<file path="src/rtl/stack_cpu_controller.sv">
// Multi-cycle control FSM for the 8-bit stack CPU: sequences fetch/decode/execute,
// tracks operand-stack depth and latches a sticky fault on under/overflow.
module stack_cpu_controller #(
  parameter int STACK_DEPTH = 8,
  parameter int DEPTH_W     = 4
) (
  input  logic               clk,
  input  logic               rst,
  input  logic               start,
  input  logic [2:0]         opcode,
  input  logic               zero,
  output logic               busy,
  output logic               fault,
  output logic [DEPTH_W-1:0] depth,
  output logic               pcWrite,
  output logic               pcSrc,
  output logic               iOrD,
  output logic               memRead,
  output logic               memWrite,
  output logic               irWrite,
  output logic               mdrWrite,
  output logic               stPush,
  output logic               stPop,
  output logic               stSrc,
  output logic               aLd,
  output logic               bLd,
  output logic [1:0]         aluOp
);

  typedef enum logic [3:0] {
    S_IDLE,
    S_FETCH,
    S_DECODE,
    S_POP_A,
    S_POP_B,
    S_ALU_WB,
    S_MEM_RD,
    S_PUSH_WB,
    S_POP_ST,
    S_MEM_WR,
    S_JUMP,
    S_FAULT
  } state_t;

  localparam logic [2:0] OP_ADD  = 3'd0;
  localparam logic [2:0] OP_SUB  = 3'd1;
  localparam logic [2:0] OP_AND  = 3'd2;
  localparam logic [2:0] OP_NOT  = 3'd3;
  localparam logic [2:0] OP_PUSH = 3'd4;
  localparam logic [2:0] OP_POP  = 3'd5;
  localparam logic [2:0] OP_JMP  = 3'd6;
  localparam logic [2:0] OP_JZ   = 3'd7;

  localparam logic [DEPTH_W-1:0] DEPTH_FULL = DEPTH_W'(STACK_DEPTH);
  localparam logic [DEPTH_W-1:0] DEPTH_TWO  = DEPTH_W'(2);

  state_t             state_reg;
  state_t             state_next;
  logic [DEPTH_W-1:0] depth_reg;
  logic               decode_fault;

  assign depth = depth_reg;

  // Stack occupancy needed by each opcode, checked before any strobe is issued.
  always_comb begin
    decode_fault = 1'b0;
    case (opcode)
      OP_ADD, OP_SUB, OP_AND: decode_fault = (depth_reg < DEPTH_TWO);
      OP_NOT, OP_POP, OP_JZ:  decode_fault = (depth_reg == '0);
      OP_PUSH:                decode_fault = (depth_reg == DEPTH_FULL);
      default:                decode_fault = 1'b0;
    endcase
  end

  always_comb begin
    state_next = state_reg;
    case (state_reg)
      S_IDLE:    state_next = start ? S_FETCH : S_IDLE;
      S_FETCH:   state_next = S_DECODE;
      S_DECODE: begin
        if (decode_fault) begin
          state_next = S_FAULT;
        end else begin
          case (opcode)
            OP_ADD, OP_SUB, OP_AND, OP_NOT: state_next = S_POP_A;
            OP_PUSH: state_next = S_MEM_RD;
            OP_POP:  state_next = S_POP_ST;
            OP_JMP:  state_next = S_JUMP;
            OP_JZ:   state_next = zero ? S_JUMP : S_FETCH;
            default: state_next = S_FETCH;
          endcase
        end
      end
      S_POP_A:   state_next = (opcode == OP_NOT) ? S_ALU_WB : S_POP_B;
      S_POP_B:   state_next = S_ALU_WB;
      S_ALU_WB:  state_next = S_FETCH;
      S_MEM_RD:  state_next = S_PUSH_WB;
      S_PUSH_WB: state_next = S_FETCH;
      S_POP_ST:  state_next = S_MEM_WR;
      S_MEM_WR:  state_next = S_FETCH;
      S_JUMP:    state_next = S_FETCH;
      S_FAULT:   state_next = S_FAULT;
      default:   state_next = S_IDLE;
    endcase
  end

  // Outputs are registered from the next state so they line up with state_reg.
  always_ff @(posedge clk) begin
    if (rst) begin
      state_reg <= S_IDLE;
      depth_reg <= '0;
      busy      <= 1'b0;
      fault     <= 1'b0;
      pcWrite   <= 1'b0;
      pcSrc     <= 1'b0;
      iOrD      <= 1'b0;
      memRead   <= 1'b0;
      memWrite  <= 1'b0;
      irWrite   <= 1'b0;
      mdrWrite  <= 1'b0;
      stPush    <= 1'b0;
      stPop     <= 1'b0;
      stSrc     <= 1'b0;
      aLd       <= 1'b0;
      bLd       <= 1'b0;
      aluOp     <= 2'b00;
    end else begin
      state_reg <= state_next;

      if (stPush) begin
        depth_reg <= depth_reg + 1'b1;
      end else if (stPop) begin
        depth_reg <= depth_reg - 1'b1;
      end

      busy     <= (state_next != S_IDLE) && (state_next != S_FAULT);
      fault    <= (state_next == S_FAULT);
      pcWrite  <= 1'b0;
      pcSrc    <= 1'b0;
      iOrD     <= 1'b0;
      memRead  <= 1'b0;
      memWrite <= 1'b0;
      irWrite  <= 1'b0;
      mdrWrite <= 1'b0;
      stPush   <= 1'b0;
      stPop    <= 1'b0;
      stSrc    <= 1'b0;
      aLd      <= 1'b0;
      bLd      <= 1'b0;
      aluOp    <= 2'b00;

      case (state_next)
        S_FETCH: begin
          memRead <= 1'b1;
          irWrite <= 1'b1;
          pcWrite <= 1'b1;
        end
        S_POP_A: begin
          stPop <= 1'b1;
          aLd   <= 1'b1;
        end
        S_POP_B: begin
          stPop <= 1'b1;
          bLd   <= 1'b1;
        end
        S_ALU_WB: begin
          aluOp  <= opcode[1:0];
          stSrc  <= 1'b1;
          stPush <= 1'b1;
        end
        S_MEM_RD: begin
          memRead  <= 1'b1;
          iOrD     <= 1'b1;
          mdrWrite <= 1'b1;
        end
        S_PUSH_WB: stPush <= 1'b1;
        S_POP_ST: begin
          stPop <= 1'b1;
          aLd   <= 1'b1;
        end
        S_MEM_WR: begin
          memWrite <= 1'b1;
          iOrD     <= 1'b1;
        end
        S_JUMP: begin
          pcWrite <= 1'b1;
          pcSrc   <= 1'b1;
        end
        default: ;
      endcase
    end
  end

endmodule

</file>
<file path="config.mk">
export PLATFORM = sky130hd
export DESIGN_NAME = stack_cpu_controller
export DESIGN_NICKNAME = d
export VERILOG_FILES = /design/src/rtl/stack_cpu_controller.sv
export SDC_FILE = /design/constraint.sdc
export NUM_CORES = 1
export LEC_CHECK = 0
export ABC_AREA = 1
export BUFFER_PORTS_ARGS = -buffer_cell sky130_fd_sc_hd__clkbuf_2
export CAP_MARGIN = 20
export CORE_MARGIN = 8
export CORE_UTILIZATION = 51
export CTS_CLUSTER_SIZE = 14
export DETAILED_ROUTE_END_ITERATION = 10
export GPL_ROUTABILITY_DRIVEN = 1
export PLACE_DENSITY_LB_ADDON = 0.08
export SLEW_MARGIN = 15
export SYNTH_ARGS = -nofsm -noshare
export SYNTH_HDL_FRONTEND = slang
export SYNTH_SLANG_ARGS = --single-unit
</file>
<file path="constraint.sdc">
create_clock -name clk -period 1.6 [get_ports clk]
set_input_delay 0.24 -clock clk [delete_from_list [all_inputs] [get_ports clk]]
set_output_delay 0.24 -clock clk [all_outputs]
set_load 0.01 [all_outputs]
</file>
==> impl_metrics.csv, run 1 <==
group,metric,value,unit
sta,relSlewSlack,0.812,
placed_design,port-buffer-count,26,
sta,setup_viol,0,
sta,tightestPinTransition,0.282,ns
power,leakage,0.732,nW
floorplan,coreArea,2000,µm²
power,p_total,0.00230,W
synthesis,ys_ff_latch,24,
cts,clk_latency,0.31,ns
drt,drc,0,
grt,grt_util_all_layers,0.127,
drt,firstDrtPassIters,4,
outcome,status,"complete, no violations",
synthesis,ys_warn_count,0,
synthesis,syn_area_per_cell,7.28,µm²
cts,cts_hold_buf,0,
drt,drt-total-wl,2410,µm
finish,mostFrequentLayoutCells,"nand2_1 (30), clkbuf_2 (26), nor2_1 (22)",
finish,nFillCells,187,
cts,clockBufferDepth,2,
sta,skew,0.00220,ns
synthesis,yosysSeqAreaShare,0.440,
synthesis,synthDistinctLibCells,19,
grt,grt_max_degree,15,
floorplan,die_area,3880,µm²
setup_path,reg2reg_to,"depth[3]",
setup_path,ff2ff_path_depth,8,
synthesis,syn_nets,160,
floorplan,die_w,62.3,µm
cts,cts_sinks,24,
setup_path,path_class,"reg -> reg",
drt,drtIter0Drc,29,
setup_path,cp-start-kind,"flip-flop",
sta,period_needed,1.54,ns
cts,cts_buffers,3,
floorplan,rows,16,
finish,nNetsFinal,192,
setup_path,r2r_slack,0.06,ns
placed_design,gp_congestion,0.844,
cts,htree_levels,1,
sta,hold_viol,0,
sta,clock.fmax,650,MHz
grt,globalRouteOverflowTotal,0,
setup_path,cp_data_required_time,1.85,ns
power,power_density,1710,nW/µm²
min_path,min_to,"state_reg[1]",
power,ir_drop,0.969,mV
cts,path_clk_slew,0.13,ns
drt,vias_per_cell,4.82,
synthesis,postSynthCellCount,150,
setup_path,cp-end-kind,"flip-flop",
min_path,hp-start,"rst",
finish,diodes,0,
sta,period_share,0.962,
cts,cts_root_buffer,"clkbuf_4",
setup_path,crit_arrival,1.79,ns
setup_path,reg2reg_from,"stPush",
grt,grt_pass1_wl,4220,µm
job,max-cap-violations,0,
placed_design,dp_hpwl,1900,µm
grt,grt_pass1_vias,1007,
drt,ant_nets,0,
sta,setup_tns,0,ns
finish,area_growth,23.3,%
drt,via_count,1003,
finish,layout_commonest_cell,"nand2_1",
sta,rsz0062_at_grt,"no",
placed_design,dpl.cell_count,203,
synthesis,synthesis.area,1090,µm²
floorplan,die_h,62.3,µm
finish,stdcell_count,208,
sta,slew_violations,0,
grt,antenna_found_initial,0,
floorplan,initial_utilization,0.546,
setup_path,critPathMaxFanout,4,
cts,cts_tree,"done",
drt,wl_per_cell,11.6,µm
min_path,min_path_type,"in -> reg",
sta,worst_slack,0.0616,ns
min_path,hold_path_depth,2,
placed_design,dpl_worst_slack,-0.00672,ns
floorplan,boundaryPins,27,
finish,drive_above_1_share,0.331,
==> logic make-up (layout without fill, tap and decap cells) <==
| group | Yosys count | after routing | share of synthesized area |
|---|---|---|---|
| flip-flops | 24 | 24 | 0.440 |
| AO/OA/AOI/OAI | 14 | 14 | 0.0664 |
| AND/OR/NAND/NOR | 81 | 81 | 0.352 |
| buffers and inverters | 27 | 58 | 0.0928 |
| XOR/XNOR | 1 | 1 | 0.00802 |
| adder cells (fa/ha/maj) | 3 | 3 | 0.0412 |
==> area by class of cell <==
cell class              instances  area, µm²  area share
clock inverters                 1       30.0      0.0223
repair buffers                 27        138       0.102
flip-flops and latches         24        489       0.363
well taps                      27       33.8      0.0251
multi-input cells              99        532       0.395
inverters                      27        101      0.0753
clock buffers                   3       22.5      0.0167
==> power by group <==
| part | switching [W] | leakage (nW) | internal, W |
|---|---|---|---|
| Combinational | 0.000641 | 0.506 | 0.000375 |
| Clock | 0.000176 | 0.0279 | 0.000253 |
| Sequential | 0.000112 | 0.198 | 0.000744 |
| Total | 0.000928 | 0.732 | 0.00137 |
==> critical path: stages, from the launching register on <==
cell and delay (ns):
dfxtp_4 0.39, inv_2 0.06, ha_1 0.27, a21o_1 0.19, a21oi_2 0.18, nand2_1 0.09, o21ai_2 0.09, o21ai_2 0.08
a21oi_1 0.13
==> cells in the mapped netlist <==
cell,number,area [µm²]
nor2_4,1,11.3
nor2_1,24,90.1
nand2_2,5,31.3
a21oi_1,8,40.0
nand3_2,4,40.0
inv_1,22,82.6
fa_1,1,20.0
xnor2_1,1,8.76
ha_1,2,25.0
a21o_1,1,7.51
nor2_2,2,12.5
nand4_2,1,12.5
dfxtp_1,24,480
o21ai_0,5,25.0
nand3_1,8,40.0
nand2_1,30,113
nor3_1,3,15.0
nand4_1,3,18.8
inv_2,5,18.8
==> metal layers <==
layer  wire length [µm]  part of all wire  track usage
met4                 19            0.0079       0.0256
met1               1080              0.45        0.141
met2               1180              0.49        0.226
met3                135             0.056       0.0466
met5                  0                 0            0
==> worst max-delay path by stage <==
stage | from | endpoint | slack (ns) | depth (start not counted)
2_1_floorplan | stPush | depth[3] | 0.13 | 7
3_3_place_gp | depth[1] | busy | 0.15 | 11
3_5_place_dp | stPush | depth[3] | -0.007 | 8
4_1_cts | stPush | depth[3] | 0.002 | 8
5_1_grt | stPush | depth[3] | 0.003 | 8
6_report | stPush | depth[3] | 0.06 | 8
==> timing repair <==
item,4_1_cts,5_1_grt
setup buffers,0,1
pin swaps,0,2
resized for setup,2,13
setup endpoints to repair,1,7
==> per-stage QoR <==
stage          hold WS, ns  area [µm²]  utilization
4_1_cts              0.162        1310        0.655
3_5_place_dp         0.511        1260        0.628
5_1_grt              0.166        1350        0.673
2_1_floorplan        0.309        1090            -
6_report             0.166        1350        0.673
3_3_place_gp         0.492        1260        0.628
No activity file was read; power rests on OpenSTA's default activity.
==> run 2: changes to the inputs <==
Settings changed: CORE_UTILIZATION 51 to 54, CTS_BUF_LIST set to sky130_fd_sc_hd__clkbuf_4.
==> impl_metrics.csv, run 2 (same netlist as run 1, synthesis figures left out) <==
group,metric,value,unit
sta,setup_viol,0,
setup_path,cp_cell_sequence,"inv_1 -> ha_1 -> a21o_1 -> a21oi_2 -> nand2_1 -> o21ai_0 -> o21ai_0 -> a21oi_1",
finish,diodes,0,
sta,relSlewSlack,0.796,
power,ir_drop,1.04,mV
cts,cts_setup_buffers,0,
outcome,status,"complete, no violations",
drt,ant_nets,0,
drt,drt-total-wl,2310,µm
setup_path,slowest_delay,0.37,ns
finish,mostFrequentLayoutCells,"nand2_1 (30), clkbuf_2 (26), inv_1 (22), nor2_1 (22), dfxtp_1 (21)",
sta,hold_viol,0,
cts,cts_root_buffer,"clkbuf_4",
setup_path,r2r_slack,0.10,ns
min_path,min_path_type,"in -> reg",
sta,skew,0.00255,ns
setup_path,reg2reg_from,"stPush",
sta,period_share,0.937,
placed_design,dpl_worst_slack,0.0567,ns
floorplan,die_w,61.0,µm
setup_path,cp_data_required_time,1.86,ns
min_path,hp-start,"rst",
setup_path,critPathMaxFanout,4,
sta,clock.fmax,667,MHz
placed_design,dp_hpwl,1830,µm
finish,nNetsFinal,191,
setup_path,crit_arrival,1.76,ns
finish,drive_above_1_share,0.311,
finish,area_growth,21.9,%
grt,grt_util_all_layers,0.139,
placed_design,gp_congestion,0.836,
drt,via_count,1019,
min_path,hold_path_depth,2,
cts,cts_sinks,24,
sta,worst_slack,0.100,ns
grt,grt_pass1_vias,978,
setup_path,ff2ff_path_depth,8,
drt,drc,0,
setup_path,slowest_stage,"dfxtp_2",
job,max-cap-violations,0,
sta,period_needed,1.50,ns
finish,regArea,484,µm²
setup_path,cp-start-kind,"flip-flop",
drt,vias_per_cell,4.92,
power,power_density,1690,nW/µm²
floorplan,initial_utilization,0.563,
cts,cts_hold_buf,0,
grt,antenna_found_initial,0,
cts,cts_tree,"done",
setup_path,cpMostUsedCell,"o21ai_0",
sta,setup_tns,0,ns
sta,tightestPinTransition,0.304,ns
finish,final_area,1330,µm²
cts,htree_levels,1,
grt,grt_max_degree,15,
setup_path,critPathTopFamily,"compound AO/OA/AOI/OAI gates",
cts,clk_latency,0.32,ns
setup_path,reg2reg_to,"depth[3]",
sta,slew_violations,0,
floorplan,die_area,3720,µm²
floorplan,coreArea,1940,µm²
drt,firstDrtPassIters,4,
finish,multi_input_area,529,µm²
finish,layout_commonest_cell,"nand2_1",
cts,clockBufferDepth,2,
setup_path,cp-end-kind,"flip-flop",
grt,globalRouteOverflowTotal,0,
placed_design,placed_area,1260,µm²
floorplan,rows,16,
finish,nFillCells,177,
power,leakage,0.724,nW
floorplan,boundaryPins,27,
grt,grt_pass1_wl,3950,µm
setup_path,path_class,"reg -> reg",
cts,path_clk_slew,0.13,ns
sta,rsz0062_at_grt,"no",
placed_design,port-buffer-count,26,
cts,cts_buffers,3,
floorplan,die_h,61.0,µm
setup_path,worst-path-buf-inv,1,
power,p_total,0.00225,W
sta,holdWs,0.161,ns
min_path,min_to,"memWrite",
drt,drtIter0Drc,16,
drt,wl_per_cell,11.2,µm
-- run 2: how the worst max path moves through the flow --
stage	startpoint	endpoint	slack (ns)	depth (start not counted)
after floorplan	stPush	depth[3]	0.13	7
after global placement	depth[1]	busy	0.17	11
after detailed placement	stPush	depth[3]	0.06	8
after CTS	stPush	depth[3]	0.02	8
after global routing	stPush	depth[3]	0.008	8
final	stPush	depth[3]	0.10	8
-- run 2: worst register-to-register path: stages (launching register included) --
cell and delay (ns):
dfxtp_2 0.37, inv_1 0.09, ha_1 0.28, a21o_1 0.19, a21oi_2 0.13, nand2_1 0.06, o21ai_0 0.09, o21ai_0 0.11
a21oi_1 0.12
-- run 2: repair_timing --
item / in CTS / in global routing
gates resized for setup: 0 / 8
setup endpoints to repair: 0 / 10
endpoints found under the hold margin: 0 / 0
-- run 2: through the flow --
stage,util,instances
final,0.686,207
after global routing,0.686,207
after CTS,0.674,207
after global placement,0.647,203
after floorplan,-,150
after detailed placement,0.647,203
-- run 2: layout make-up --
type                    instances  area share
clock buffers                   3      0.0169
clock inverters                 1      0.0226
inverters                      27      0.0761
multi-input cells              99       0.398
flip-flops and latches         24       0.364
well taps                      27      0.0254
repair buffers                 26      0.0977
-- run 2: power breakdown --
part,switching [W],leakage [nW],internal [W]
logic,0.000603,0.499,0.000362
registers,0.000110,0.197,0.000740
clock network,0.000185,0.0279,0.000253
total,0.000898,0.724,0.00136
-- run 2: layer usage --
| layer | part of all wire | up-vias | GRT usage |
|---|---|---|---|
| met5 | 0 | - | 0 |
| met4 | 0.017 | 0 | 0.0664 |
| met3 | 0.038 | 5 | 0.0297 |
| met2 | 0.53 | 13 | 0.244 |
| met1 | 0.42 | 469 | 0.153 |
| li1 | - | 532 | - |
